==> config.mk <==
export PLATFORM = sky130hd
export DESIGN_NAME = alu_flags_stage_flat
export DESIGN_NICKNAME = d
export VERILOG_FILES = /design/src/rtl/alu_pkg.sv /design/src/rtl/alu_flags_stage_if.sv /design/src/rtl/alu_flags_stage_cond_check.sv /design/src/rtl/alu_flags_stage.sv /design/src/flat_wrapper.sv
export SDC_FILE = /design/constraint.sdc
export NUM_CORES = 1
export LEC_CHECK = 0
export ABC_AREA = 1
export BUFFER_PORTS_ARGS = -buffer_cell sky130_fd_sc_hd__buf_2
export CAP_MARGIN = 20
export CORE_MARGIN = 2
export CORE_UTILIZATION = 35
export CTS_BUF_LIST = sky130_fd_sc_hd__clkbuf_4 sky130_fd_sc_hd__clkbuf_8 sky130_fd_sc_hd__clkbuf_16
export CTS_CLUSTER_DIAMETER = 30
export DETAILED_ROUTE_END_ITERATION = 12
export PLACE_DENSITY = 0.64
export SETUP_SLACK_MARGIN = 0.4
export SLEW_MARGIN = 10
export SYNTH_ARGS = -nofsm -noshare
export SYNTH_HDL_FRONTEND = slang
export SYNTH_SLANG_ARGS = --single-unit
export TNS_END_PERCENT = 10
==> constraint.sdc <==
create_clock -name CLK -period 4.2 [get_ports CLK]
set_clock_uncertainty 0.1 [all_clocks]
set_input_delay 0 -clock CLK [delete_from_list [all_inputs] [get_ports CLK]]
set_output_delay 0 -clock CLK [all_outputs]
set_load 0.02 [all_outputs]
==> src/rtl/alu_pkg.sv <==
// Shared encodings for the ALU/flags execute stage: opcodes, condition codes,
// FSM states, NZCV bit positions and the latched request record.
package alu_pkg;

  localparam logic [3:0] OP_AND = 4'h0, OP_EOR = 4'h1, OP_SUB = 4'h2, OP_RSB = 4'h3,
                         OP_ADD = 4'h4, OP_ADC = 4'h5, OP_SBC = 4'h6, OP_RSC = 4'h7,
                         OP_TST = 4'h8, OP_TEQ = 4'h9, OP_CMP = 4'hA, OP_CMN = 4'hB,
                         OP_ORR = 4'hC, OP_MOV = 4'hD, OP_BIC = 4'hE, OP_MVN = 4'hF;

  localparam logic [3:0] COND_EQ = 4'h0, COND_NE = 4'h1, COND_CS = 4'h2, COND_CC = 4'h3,
                         COND_MI = 4'h4, COND_PL = 4'h5, COND_VS = 4'h6, COND_VC = 4'h7,
                         COND_HI = 4'h8, COND_LS = 4'h9, COND_GE = 4'hA, COND_LT = 4'hB,
                         COND_GT = 4'hC, COND_LE = 4'hD, COND_AL = 4'hE, COND_NV = 4'hF;

  localparam int FLAG_N = 3;
  localparam int FLAG_Z = 2;
  localparam int FLAG_C = 1;
  localparam int FLAG_V = 0;

  typedef enum logic [1:0] {S_IDLE, S_LATCH, S_EXEC, S_DONE} state_e;

  typedef struct packed {
    logic [3:0]  cond;
    logic [3:0]  opcode;
    logic        s;
    logic [31:0] rn;
    logic [31:0] b;
    logic        sc;
  } alu_req_t;

  // TST/TEQ/CMP/CMN: always set flags, never write Rd
  function automatic logic is_test_op(input logic [3:0] op);
    return op[3:2] == 2'b10;
  endfunction

endpackage

==> src/rtl/alu_flags_stage_if.sv <==
// Control-unit/shifter facing bus of the ALU/flags stage.
interface alu_flags_stage_if;
  logic        START;
  logic [31:0] IR;
  logic [31:0] RN;
  logic [31:0] OPERAND;
  logic        SHIFT_COUT;
  logic [31:0] RESULT;
  logic [3:0]  FLAGS;
  logic        CIN_OUT;
  logic        WRITE_RD;
  logic        BUSY;
  logic        DONE;

  modport master (output START, IR, RN, OPERAND, SHIFT_COUT,
                  input  RESULT, FLAGS, CIN_OUT, WRITE_RD, BUSY, DONE);
  modport slave  (input  START, IR, RN, OPERAND, SHIFT_COUT,
                  output RESULT, FLAGS, CIN_OUT, WRITE_RD, BUSY, DONE);
endinterface

==> src/rtl/alu_flags_stage_cond_check.sv <==
// ARM condition-code evaluator; purely combinational so the branch unit can reuse it.
module cond_check
  import alu_pkg::*;
(
  input  logic [3:0] cond_i,
  input  logic [3:0] flags_i,
  output logic       pass_o
);
  logic n, z, c, v;
  assign {n, z, c, v} = flags_i;

  always_comb begin
    pass_o = 1'b0;
    case (cond_i)
      COND_EQ: pass_o = z;
      COND_NE: pass_o = !z;
      COND_CS: pass_o = c;
      COND_CC: pass_o = !c;
      COND_MI: pass_o = n;
      COND_PL: pass_o = !n;
      COND_VS: pass_o = v;
      COND_VC: pass_o = !v;
      COND_HI: pass_o = c && !z;
      COND_LS: pass_o = !c || z;
      COND_GE: pass_o = (n == v);
      COND_LT: pass_o = (n != v);
      COND_GT: pass_o = !z && (n == v);
      COND_LE: pass_o = z || (n != v);
      COND_AL: pass_o = 1'b1;
      default: pass_o = 1'b0;
    endcase
  end
endmodule

==> src/rtl/alu_flags_stage.sv <==
// Multi-cycle ALU execute stage holding the NZCV register (C feeds the shifter).
// ALU_COND_EVAL_EN: when defined, IR[31:28] gates execution; otherwise all ops run as AL.
module alu_flags_stage
  import alu_pkg::*;
#(
  parameter logic [3:0] FLAGS_RST = 4'b0000
) (
  input  logic               CLK,
  input  logic               RESET,
  alu_flags_stage_if.slave   bus
);
  state_e      state_q, state_d;
  alu_req_t    req_q;
  logic [31:0] result_q, result_d;
  logic [3:0]  flags_q, flags_d;
  logic        wr_q, wr_d;

  logic [31:0] x, y, logic_r, alu_res;
  logic        cin, arith, pass, test;
  logic [32:0] sum;
  logic [3:0]  new_flags;

  logic unused_ir;
  assign unused_ir = ^{bus.IR[27:25], bus.IR[19:0]};

`ifdef ALU_COND_EVAL_EN
  cond_check u_cond (.cond_i(req_q.cond), .flags_i(flags_q), .pass_o(pass));
`else
  logic unused_cond;
  assign unused_cond = ^req_q.cond;
  assign pass = 1'b1;
`endif

  assign test = is_test_op(req_q.opcode);

  // Subtractions feed the inverted operand through the same 33-bit adder
  always_comb begin
    x       = req_q.rn;
    y       = req_q.b;
    cin     = 1'b0;
    arith   = 1'b1;
    logic_r = '0;
    case (req_q.opcode)
      OP_SUB, OP_CMP: begin y = ~req_q.b; cin = 1'b1; end
      OP_RSB:         begin x = req_q.b; y = ~req_q.rn; cin = 1'b1; end
      OP_ADD, OP_CMN: ;
      OP_ADC:         cin = flags_q[FLAG_C];
      OP_SBC:         begin y = ~req_q.b; cin = flags_q[FLAG_C]; end
      OP_RSC:         begin x = req_q.b; y = ~req_q.rn; cin = flags_q[FLAG_C]; end
      OP_AND, OP_TST: begin arith = 1'b0; logic_r = req_q.rn & req_q.b; end
      OP_EOR, OP_TEQ: begin arith = 1'b0; logic_r = req_q.rn ^ req_q.b; end
      OP_ORR:         begin arith = 1'b0; logic_r = req_q.rn | req_q.b; end
      OP_MOV:         begin arith = 1'b0; logic_r = req_q.b; end
      OP_BIC:         begin arith = 1'b0; logic_r = req_q.rn & ~req_q.b; end
      default:        begin arith = 1'b0; logic_r = ~req_q.b; end
    endcase
    sum     = {1'b0, x} + {1'b0, y} + {32'b0, cin};
    alu_res = arith ? sum[31:0] : logic_r;
    new_flags[FLAG_N] = alu_res[31];
    new_flags[FLAG_Z] = (alu_res == '0);
    new_flags[FLAG_C] = arith ? sum[32] : req_q.sc;
    new_flags[FLAG_V] = arith ? ((x[31] == y[31]) && (sum[31] != x[31])) : flags_q[FLAG_V];
  end

  always_comb begin
    state_d  = state_q;
    result_d = result_q;
    flags_d  = flags_q;
    wr_d     = wr_q;
    case (state_q)
      S_IDLE:  if (bus.START) state_d = S_LATCH;
      S_LATCH: state_d = S_EXEC;
      S_EXEC: begin
        state_d = S_DONE;
        wr_d    = pass && !test;
        if (pass && !test)              result_d = alu_res;
        if (pass && (req_q.s || test))  flags_d  = new_flags;
      end
      S_DONE:  state_d = S_IDLE;
      default: state_d = S_IDLE;
    endcase
  end

  always_ff @(posedge CLK or posedge RESET) begin
    if (RESET) begin
      state_q  <= S_IDLE;
      req_q    <= '0;
      result_q <= '0;
      flags_q  <= FLAGS_RST;
      wr_q     <= 1'b0;
    end else begin
      state_q  <= state_d;
      result_q <= result_d;
      flags_q  <= flags_d;
      wr_q     <= wr_d;
      if (state_q == S_LATCH)
        req_q <= '{cond: bus.IR[31:28], opcode: bus.IR[24:21], s: bus.IR[20],
                   rn: bus.RN, b: bus.OPERAND, sc: bus.SHIFT_COUT};
    end
  end

  assign bus.RESULT   = result_q;
  assign bus.FLAGS    = flags_q;
  assign bus.CIN_OUT  = flags_q[FLAG_C];
  assign bus.WRITE_RD = wr_q;
  assign bus.BUSY     = (state_q == S_LATCH) || (state_q == S_EXEC);
  assign bus.DONE     = (state_q == S_DONE);
endmodule

==> src/flat_wrapper.sv <==
// flat-port wrapper written by rule: the top's interface ports become plain ports
module alu_flags_stage_flat import alu_pkg::*;
#(
  parameter logic [3:0] FLAGS_RST = 4'b0000
)
  (CLK, RESET, bus_START, bus_IR, bus_RN, bus_OPERAND, bus_SHIFT_COUT, bus_RESULT, bus_FLAGS, bus_CIN_OUT, bus_WRITE_RD, bus_BUSY, bus_DONE);
  alu_flags_stage_if bus_i ();
  input  logic CLK;
  input  logic RESET;
  input wire logic [$bits(bus_i.START)-1:0] bus_START;
  input wire logic [$bits(bus_i.IR)-1:0] bus_IR;
  input wire logic [$bits(bus_i.RN)-1:0] bus_RN;
  input wire logic [$bits(bus_i.OPERAND)-1:0] bus_OPERAND;
  input wire logic [$bits(bus_i.SHIFT_COUT)-1:0] bus_SHIFT_COUT;
  output wire logic [$bits(bus_i.RESULT)-1:0] bus_RESULT;
  output wire logic [$bits(bus_i.FLAGS)-1:0] bus_FLAGS;
  output wire logic [$bits(bus_i.CIN_OUT)-1:0] bus_CIN_OUT;
  output wire logic [$bits(bus_i.WRITE_RD)-1:0] bus_WRITE_RD;
  output wire logic [$bits(bus_i.BUSY)-1:0] bus_BUSY;
  output wire logic [$bits(bus_i.DONE)-1:0] bus_DONE;
  assign bus_i.START = bus_START;
  assign bus_i.IR = bus_IR;
  assign bus_i.RN = bus_RN;
  assign bus_i.OPERAND = bus_OPERAND;
  assign bus_i.SHIFT_COUT = bus_SHIFT_COUT;
  assign bus_RESULT = bus_i.RESULT;
  assign bus_FLAGS = bus_i.FLAGS;
  assign bus_CIN_OUT = bus_i.CIN_OUT;
  assign bus_WRITE_RD = bus_i.WRITE_RD;
  assign bus_BUSY = bus_i.BUSY;
  assign bus_DONE = bus_i.DONE;
  alu_flags_stage #(.FLAGS_RST(FLAGS_RST)) u_core (.CLK(CLK), .RESET(RESET), .bus(bus_i));
endmodule
==> impl_metrics.tcl, run 1 <==
set metrics [dict create \
    finalSetupViolCount 0 \
    utilization_pct 43.11 \
    die_h_um 168.7 \
    viasPerCell 5.273 \
    ys_warn_count 0 \
    fillerInstances 2737 \
    via_count 10480 \
    rr_startpoint "u_core.req_q[69]" \
    finish.instance_area_mm2 0.01155 \
    yosys.cell_count.top_type "nand2_1" \
    worstMarginPinSlew_ns 0.9354 \
    syn2layout_area_growth_pct 21.68 \
    initial_core_util_pct 35.43 \
    drive_gt1_share_pct 13.85 \
    antenna_found_initial 0 \
    final_nets 1811 \
    cts.path.max_buffers 2 \
    place_area_mm2 0.01044 \
    clk_latency_ns 0.37 \
    grt_pass1_vias 9564 \
    whs_endpoint "u_core.req_q[62]" \
    timing_worst_setup_path_type "reg2reg" \
    tns_ns 0 \
    wl_per_cell_um 16.03 \
    netlist_instances 1481 \
    grt_pass1_wl_um 50470 \
    min_from "bus_RN[29]" \
    synthDistinctLibCells 37 \
    netlist_area_mm2 0.009495 \
    io_pins 140 \
    yosys.area.top_type "dfrtp_1" \
    cp-startpoint "u_core.req_q[69]" \
    synth-edff-count 0 \
    first_pass_iters 6 \
    status "complete, no violations" \
    yosysSeqAreaShare_pct 28.73 \
    synth_top_area_share_pct 28.73 \
    reg2reg_slack_ns 0.64 \
    drt_iter0_drc 1050 \
    grt_setup_unrepaired "no" \
    relSlewSlack_pct 37.64 \
    finalHoldViolCount 0 \
    netlist_top_cells_count "nand2_1 (465), inv_1 (186), o21ai_0 (152)" \
    hold_class "in2reg" \
    synth_nets 1651 \
    synth.avg_cell_area_um2 6.411 \
    design.core.area_mm2 0.02680 \
    cp-end-kind "flop" \
    drc 0 \
    cts_tree "built" \
    finalCriticalPeriod_ns 3.556 \
    place.port_buffers 112 \
    async_flop_share_pct 100.0 \
    cts_sinks 109 \
    htree_levels 3 \
    cp-start-kind "flop" \
    drt-total-wl_um 31840 \
    grt_max_degree 72 \
    ys_top_cells_by_area "dfrtp_1 (29%), nand2_1 (18%), ha_1 (9.0%), o21ai_0 (8.0%), inv_1 (7.4%)" \
    routabilityCongestion 0.9332 \
    ant_nets 0 \
    whs_path_depth 4 \
    fin_crit_sh_pct 84.66 \
    timing.fmax_ghz 0.2812 \
    cp_max_fo 24 \
    gr-total-overflow 0 \
    synth-main-ff-cell "dfrtp_1" \
    row_count 60 \
    maxCapViolations 0 \
    worstPathRequired_ns 4.40 \
    diodes 0 \
    ff2ff_path_depth 24 \
    die_area_mm2 0.02846 \
    r2r-end "u_core.bus.FLAGS[2]" \
    ys_ff_latch 109 \
    dieWidth_um 168.7 \
    root_buffer "clkbuf_16" \
    hpwl_um 23260 \
    grt_usage_pct 22.21 \
    slew_viol_final 0 \
    cts.clk_slew.worst_paths_ns 0.08 \
    arrival_ns 3.76 \
    cts_made_buffers 9 \
]
state kept, by name, summed over array words and instances (netlist names):
register,cells
u_core.req_q,70
u_core.state_q,2
u_core.bus.WRITE_RD,1
u_core.bus.RESULT,32
u_core.bus.FLAGS,4
layout by cell type (no fill, tap or decap), drive strengths merged, types with 3 or more instances in the layout:
cell type,Yosys,routed
a21oi,65,65
a31o,31,31
a31oi,21,21
buf,24,138
clkbuf,37,10
clkinv,0,3
dfrtp,109,109
dlygate4sd3,0,72
ha,68,68
inv,191,193
nand2,467,467
nand3,69,69
nand3b,14,14
nand4,25,25
nor2,122,122
nor3,11,11
nor4,3,3
o2111ai,7,7
o21ai,155,155
o21bai,4,4
o22ai,37,37
o31ai,3,3
or2,4,4
xor2,4,4
worst max-delay path: stages (launching register included):
cell     delay [ns]
dfrtp_2        0.41
nand2_2        0.13
inv_4          0.12
nor2_2         0.04
inv_2          0.13
buf_12         0.18
o22ai_1        0.08
a31o_2         0.22
ha_1           0.36
nand2_1        0.13
nor2_1         0.10
nand2_1        0.06
nand3_1        0.13
nand2_1        0.09
nand2_1        0.14
nand2_1        0.07
nand3_1        0.14
nand2_1        0.07
nor2_1         0.10
nand2_1        0.14
nor2_2         0.16
nand2_1        0.09
nor2_1         0.11
nand3_1        0.07
nand2_1        0.06
repair_timing:
action                                 CTS  global route
resized for setup                        2            29
endpoints found under the hold margin  142             0
setup endpoints to repair                1             6
hold buffers                            72             0
buffers inserted                         0             1
through the flow:
stage	cells	worst slack [ns]	hold slack, ns
6_report	1987	0.6444	0.2688
5_1_grt	1987	0.3945	0.2773
4_1_cts	1985	0.4261	0.2617
3_5_place_dp	1897	0.4457	0.1102
3_3_place_gp	1897	0.4892	0.1078
2_1_floorplan	1481	0.7687	0.01684
worst max path at each step:
stage	slack [ns]	end	cells after the start
floorplan	0.77	u_core.bus.FLAGS[2]	25
global placement	0.49	u_core.bus.FLAGS[2]	23
detailed placement	0.45	u_core.bus.FLAGS[2]	23
CTS	0.43	u_core.bus.FLAGS[2]	23
global route	0.39	u_core.bus.FLAGS[2]	23
finish	0.64	u_core.bus.FLAGS[2]	24
cell families after synthesis:
family	Yosys count	share of synthesized area [%]
simple gates	717	31.11
compound gates	326	19.73
buf+inv	252	10.36
flops	109	28.73
fa+ha+maj	70	9.382
xor+xnor	5	0.4612
mux	2	0.2372
layout make-up:
type / instances / area (um2) / area share [%]
clock buffer: 10 / 239.0 / 2.068
timing repair buffer: 210 / 1516 / 13.13
tap: 341 / 426.7 / 3.693
inverter: 191 / 721.9 / 6.249
multi-input combinational: 1120 / 5871 / 50.81
clock inverter: 6 / 46.29 / 0.4007
sequential: 109 / 2733 / 23.65
per-layer routing:
layer  GRT usage (%)  vias up  share of wire [%]
met5               0        -                  0
met4           6.222        0                1.7
met3           2.338       39                6.9
met2           34.85      406                 44
met1           32.38     4835                 47
li1                -     5197                  -
Power of run 1 is not shown: default switching activity piles up to over one toggle a cycle in this logic, so the estimate is an artifact.
==> run 2: changes to the inputs <==
--- a/config.mk
+++ b/config.mk
@@ -13,7 +13,7 @@
 export CTS_BUF_LIST = sky130_fd_sc_hd__clkbuf_4 sky130_fd_sc_hd__clkbuf_8 sky130_fd_sc_hd__clkbuf_16
 export CTS_CLUSTER_DIAMETER = 30
 export DETAILED_ROUTE_END_ITERATION = 12
-export PLACE_DENSITY = 0.64
+export PLACE_DENSITY = 0.66
 export SETUP_SLACK_MARGIN = 0.4
 export SLEW_MARGIN = 10
 export SYNTH_ARGS = -nofsm -noshare
==> constraint.sdc (replaced) <==
create_clock -name CLK -period 2.9 [get_ports CLK]
set_clock_uncertainty 0.1 [all_clocks]
set_input_delay 0 -clock CLK [delete_from_list [all_inputs] [get_ports CLK]]
set_output_delay 0 -clock CLK [all_outputs]
set_load 0.02 [all_outputs]
==> run 2 against run 1 <==
Via count increased by 8.5%. Fmax grew 3.7%. Final area grew 21%. Non-clock buffer count rose by 202. Register-to-register slack got worse by 1.2 ns. Wire length grew 13%. Largest cell class unchanged. Critical path depth fell by 3. First-iteration DRC count is 2.2% lower. Cell count grew 10%. Die area stayed put. The flow now finishes with violations (negative setup slack). Critical endpoint unchanged. Core utilization is 8.9 points higher. Clock-buffer cell count shrank 1.
==> impl_metrics.tcl, run 2 (synthesis gave the netlist of run 1 again) <==
set metrics [dict create \
    largest_reg_flops 70 \
    root_buffer "clkbuf_16" \
    utilization_pct 52.06 \
    grt_setup_unrepaired "yes" \
    critPathBufInv 5 \
    first_pass_iters 6 \
    path_cells "buf_4 -> nand2_2 -> nor2_4 -> inv_6 -> buf_6 -> buf_4 -> a31o_2 -> ha_4 -> buf_4 -> nand2_1 -> nor4_2 -> nand2_1 -> nand2_1 -> nand2_1 -> nand3_1 -> nand2_1 -> nor2_1 -> nand2_1 -> nor2_1 -> nand3_1 -> nand2_1" \
    syn2layout_area_growth_pct 46.94 \
    hold_class "in2async" \
    grt_pass1_vias 11070 \
    hpwl_um 26220 \
    initial_core_util_pct 35.43 \
    dieWidth_um 168.7 \
    fin_crit_sh_pct 118.2 \
    regMostFlops "u_core.req_q" \
    row_count 60 \
    slew_viol_final 0 \
    wl_per_cell_um 16.45 \
    drc 0 \
    finalCriticalPeriod_ns 3.427 \
    clk_latency_ns 0.37 \
    cts_made_buffers 9 \
    rr_startpoint "u_core.req_q[66]" \
    place.port_buffers 112 \
    finalHoldViolCount 0 \
    routabilityCongestion 0.9835 \
    final_nets 2013 \
    cts_sinks 109 \
    drt_iter0_drc 1027 \
    via_count 11370 \
    antenna_found_initial 0 \
    cp-startpoint "u_core.req_q[66]" \
    grt_usage_pct 25.16 \
    diodes 0 \
    worstPathRequired_ns 3.11 \
    critical-path-max-stage-delay_ns 0.42 \
    timing_worst_setup_path_type "reg2reg" \
    maxCapViolations 0 \
    gr-total-overflow 0 \
    cts.clk_slew.worst_paths_ns 0.08 \
    final_cell_mix "nand2_1 (427), buf_4 (206), inv_1 (181)" \
    die_area_mm2 0.02846 \
    critPathSlowestCell "dfrtp_1" \
    grt_max_degree 78 \
    cp-start-kind "flop" \
    holdWs_ns 0.1459 \
    timing.fmax_ghz 0.2918 \
    worstMarginPinSlew_ns 0.7028 \
    io_pins 140 \
    cts_tree "built" \
    htree_levels 3 \
    cp_max_fo 10 \
    failed_checks "negative setup slack" \
    crit_family "simple AND/OR/NAND/NOR gates" \
    die_h_um 168.7 \
    status "finished with violations" \
    worst_slack_ns -0.5273 \
    drt-total-wl_um 36010 \
    ant_nets 0 \
    arrival_ns 3.64 \
    viasPerCell 5.195 \
    finalSetupViolCount 32 \
    cp-end-kind "flop" \
    cts.path.max_buffers 2 \
    cp_common_cell "nand2_1" \
    drive_gt1_share_pct 29.17 \
    layout_commonest_cell "nand2_1" \
    grt_pass1_wl_um 56970 \
    relSlewSlack_pct 53.10 \
    design.core.area_mm2 0.02680 \
]
-- run 2: layout make-up --
class | instances | area, um2
Clock inverter | 7 | 103.9
Timing Repair Buffer | 412 | 3224
Sequential cell | 109 | 2728
Multi-Input combinational cell | 1120 | 6520
Fill cell | 2531 | 12850
Clock buffer | 9 | 225.2
Tap cell | 341 | 426.7
Inverter | 191 | 724.4
-- run 2: through the flow --
stage / setup WS, ns / area (um2) / setup TNS (ns) / std cells
after detailed placement: -0.6910 / 12080 / -8.483 / 2073
after CTS: -0.4874 / 13660 / -5.497 / 2180
after global routing: -0.8100 / 13950 / -14.00 / 2189
final: -0.5273 / 13950 / -7.346 / 2189
after global placement: -0.6311 / 12080 / -6.059 / 2073
after floorplan: -0.1702 / 9783 / -8.343 / 1481
-- run 2: timing repair --
| item | CTS | global route |
|---|---|---|
| hold buffers | 72 | 0 |
| endpoints found under the hold margin | 111 | 0 |
| gates resized for setup | 90 | 58 |
| pin swaps | 18 | 28 |
| buffers inserted | 18 | 7 |
| cloned | 1 | 2 |
| endpoints found under the setup margin | 35 | 36 |
-- run 2: final timing paths --
check	cells past startpoint	to	slack, ns
max	21	u_core.bus.FLAGS[2]	-0.53
min	3	u_core.req_q[42]	0.15
max reg2reg	21	u_core.bus.FLAGS[2]	-0.53
min reg2reg	2	u_core.bus.RESULT[5]	0.40
max in group asynchronous	4	u_core.req_q[54]	1.75
min in group CLK	4	u_core.req_q[23]	0.27
-- run 2: metal layers --
metal / track usage [%] / share of wire, %
met5: 0 / 0
met1: 33.87 / 45
met2: 41.82 / 45
met3: 4.092 / 6.8
met4: 7.046 / 2.3
-- run 2: worst reg2reg max path: cells and delay by family (launching register included) --
family | cells | cell delay [ns]
AND/OR/NAND/NOR | 14 | 1.69
buffers and inverters | 5 | 0.68
flip-flops | 1 | 0.42
adder cells (fa/ha/maj) | 1 | 0.27
AO/OA/AOI/OAI | 1 | 0.25
Power of run 2 is left out for the same reason.
==> run 3: changes to the inputs <==
--- a/config.mk
+++ b/config.mk
@@ -8,13 +8,14 @@
 export ABC_AREA = 1
 export BUFFER_PORTS_ARGS = -buffer_cell sky130_fd_sc_hd__buf_2
 export CAP_MARGIN = 20
-export CORE_MARGIN = 2
+export CORE_MARGIN = 1.5
 export CORE_UTILIZATION = 35
 export CTS_BUF_LIST = sky130_fd_sc_hd__clkbuf_4 sky130_fd_sc_hd__clkbuf_8 sky130_fd_sc_hd__clkbuf_16
 export CTS_CLUSTER_DIAMETER = 30
 export DETAILED_ROUTE_END_ITERATION = 12
 export PLACE_DENSITY = 0.66
 export SETUP_SLACK_MARGIN = 0.4
+export SKIP_LAST_GASP = 1
 export SLEW_MARGIN = 10
 export SYNTH_ARGS = -nofsm -noshare
 export SYNTH_HDL_FRONTEND = slang
==> run 3 against run 2 <==
The run still ends with negative setup slack left. Core utilization about the same. Sequential share of layout area barely moved. Global-route usage fell by 0.31 points. Critical path depth rose by 5. Clock-buffer cell count increased by 1. Cell count is essentially flat. Worst hold slack gained 0.031 ns. Fmax barely moved. Die area shrank 1.2%.
==> impl_metrics.tcl, run 3 (synthesis gave the netlist of run 1 again) <==
set metrics [dict create \
    maxCapViolations 0 \
    final_nets 2015 \
    timing_worst_setup_path_type "reg2reg" \
    cts.path.max_buffers 2 \
    cp-end-kind "flop" \
    cts_tree "built" \
    worstMarginPinSlew_ns 0.6803 \
    cts_made_buffers 9 \
    cts.clk_slew.worst_paths_ns 0.08 \
    fin_crit_sh_pct 118.2 \
    grt_usage_pct 24.86 \
    gr-total-overflow 0 \
    final_cell_mix "nand2_1 (422), buf_4 (212), inv_1 (178)" \
    dieWidth_um 167.7 \
    relSlewSlack_pct 54.64 \
    drt-total-wl_um 35350 \
    syn2layout_area_growth_pct 47.07 \
    slew_viol_final 0 \
    ff2ff_path_depth 26 \
    antenna_found_initial 0 \
    worst_slack_ns -0.5283 \
    via_count 11330 \
    drive_gt1_share_pct 30.00 \
    worstPathRequired_ns 3.11 \
    finalHoldViolCount 0 \
    wl_per_cell_um 16.13 \
    cts_sinks 109 \
    hpwl_um 25720 \
    routabilityCongestion 0.9477 \
    drc 0 \
    cp-start-kind "flop" \
    tns_ns -6.906 \
    grt_pass1_wl_um 55740 \
    layout_commonest_cell "nand2_1" \
    largest_reg_flops 70 \
    finalCriticalPeriod_ns 3.428 \
    io_pins 140 \
    arrival_ns 3.64 \
    viasPerCell 5.173 \
    timing.fmax_ghz 0.2917 \
    reg2reg_slack_ns -0.53 \
    multi_input_area_mm2 0.006628 \
    regArea_mm2 0.002728 \
    grt_max_degree 66 \
    die_area_mm2 0.02813 \
    diodes 0 \
    hold_class "in2async" \
    clk_latency_ns 0.38 \
    design.core.area_mm2 0.02680 \
    place.port_buffers 112 \
    regMostFlops "u_core.req_q" \
    die_h_um 167.7 \
    status "finished with violations" \
    fillerInstances 2568 \
    failed_checks "negative setup slack" \
    grt_pass1_vias 10940 \
    rr_startpoint "u_core.req_q[66]" \
    r2r-end "u_core.bus.FLAGS[2]" \
    drt_iter0_drc 823 \
    initial_core_util_pct 35.43 \
    cp_max_fo 7 \
    root_buffer "clkbuf_16" \
    finalSetupViolCount 28 \
    row_count 60 \
    htree_levels 3 \
    ant_nets 0 \
    holdWs_ns 0.1772 \
    first_pass_iters 5 \
    grt_setup_unrepaired "yes" \
]
==> run 3: cell types whose count changed in the layout (fill, tap and decap cells not counted), moves of 4 or more <==
| cell | previous run | this run |
|---|---|---|
| nand3_4 | 0 | 4 |
| nand2_1 | 427 | 422 |
| buf_4 | 206 | 212 |
| o21ai_0 | 136 | 140 |
| nand3_1 | 56 | 51 |
| ha_1 | 44 | 40 |
| nand2_2 | 32 | 36 |
| ha_2 | 2 | 7 |
==> run 3: metrics by stage <==
stage | utilization (%) | cell area [um2] | instances | setup slack, ns
CTS | 50.21 | 13460 | 2189 | -0.4707
global placement | 45.33 | 12150 | 2084 | -0.5914
detailed placement | 45.33 | 12150 | 2084 | -0.6230
finish | 52.11 | 13960 | 2191 | -0.5283
floorplan | - | 9783 | 1481 | -0.1702
global route | 52.11 | 13960 | 2191 | -0.6695
==> run 3: worst max-delay path by stage <==
| stage | from | end | slack [ns] | cells after the start |
|---|---|---|---|---|
| 2_1_floorplan | u_core.req_q[66] | u_core.bus.FLAGS[2] | -0.17 | 25 |
| 3_3_place_gp | u_core.req_q[66] | u_core.bus.FLAGS[2] | -0.59 | 23 |
| 3_5_place_dp | u_core.req_q[69] | u_core.bus.FLAGS[2] | -0.62 | 25 |
| 4_1_cts | u_core.req_q[69] | u_core.bus.FLAGS[2] | -0.47 | 25 |
| 5_1_grt | u_core.req_q[66] | u_core.bus.FLAGS[2] | -0.67 | 27 |
| 6_report | u_core.req_q[66] | u_core.bus.FLAGS[2] | -0.53 | 26 |
==> run 3: final cells by class <==
cell class,count,share of cell area (%)
Clock buffer,10,1.667
Inverter,191,5.241
Timing Repair Buffer,413,22.60
Multi-Input combinational cell,1120,47.46
Tap cell,341,3.055
Sequential cell,109,19.53
Timing Repair inverter,1,0.1165
Clock inverter,6,0.3315
==> run 3: per-layer routing <==
metal / GRT usage (%) / share of wire, % / wire length (um) / vias to the layer above
met1: 34.04 / 47 / 16510 / 5253
li1: - / - / - / 5604
met4: 8.696 / 2.7 / 966 / 0
met5: 0 / 0 / 0 / -
met2: 40.60 / 45 / 16020 / 412
met3: 2.742 / 5.2 / 1852 / 65
==> run 3: what timing repair did <==
action	4_1_cts	5_1_grt
setup endpoints to repair	35	35
pin swaps	17	47
setup buffers	16	1
gates resized for setup	47	122
hold buffers	72	0
gates cloned	1	1
endpoints found under the hold margin	122	0
==> run 3: worst max-delay path, stage by stage, from the launching register on <==
cell and delay, ns:
dfrtp_1 0.40, buf_6 0.13, nand2_4 0.07, nor2_4 0.04
buf_12 0.13, clkinv_8 0.07, o22ai_4 0.09, a31oi_4 0.17
fa_2 0.22, inv_2 0.05, fa_2 0.40, nand2_2 0.12
nand3_4 0.11, nand3_4 0.09, nand2_4 0.06, buf_6 0.12
nand2_4 0.06, nand3b_1 0.13, nand3_4 0.10, nand2_2 0.05
nor2_2 0.12, nand2_2 0.09, nor2_4 0.13, nand2_2 0.07
nor2_1 0.10, nand3_1 0.08, nand2_1 0.06
Power of run 3 is left out for the same reason.
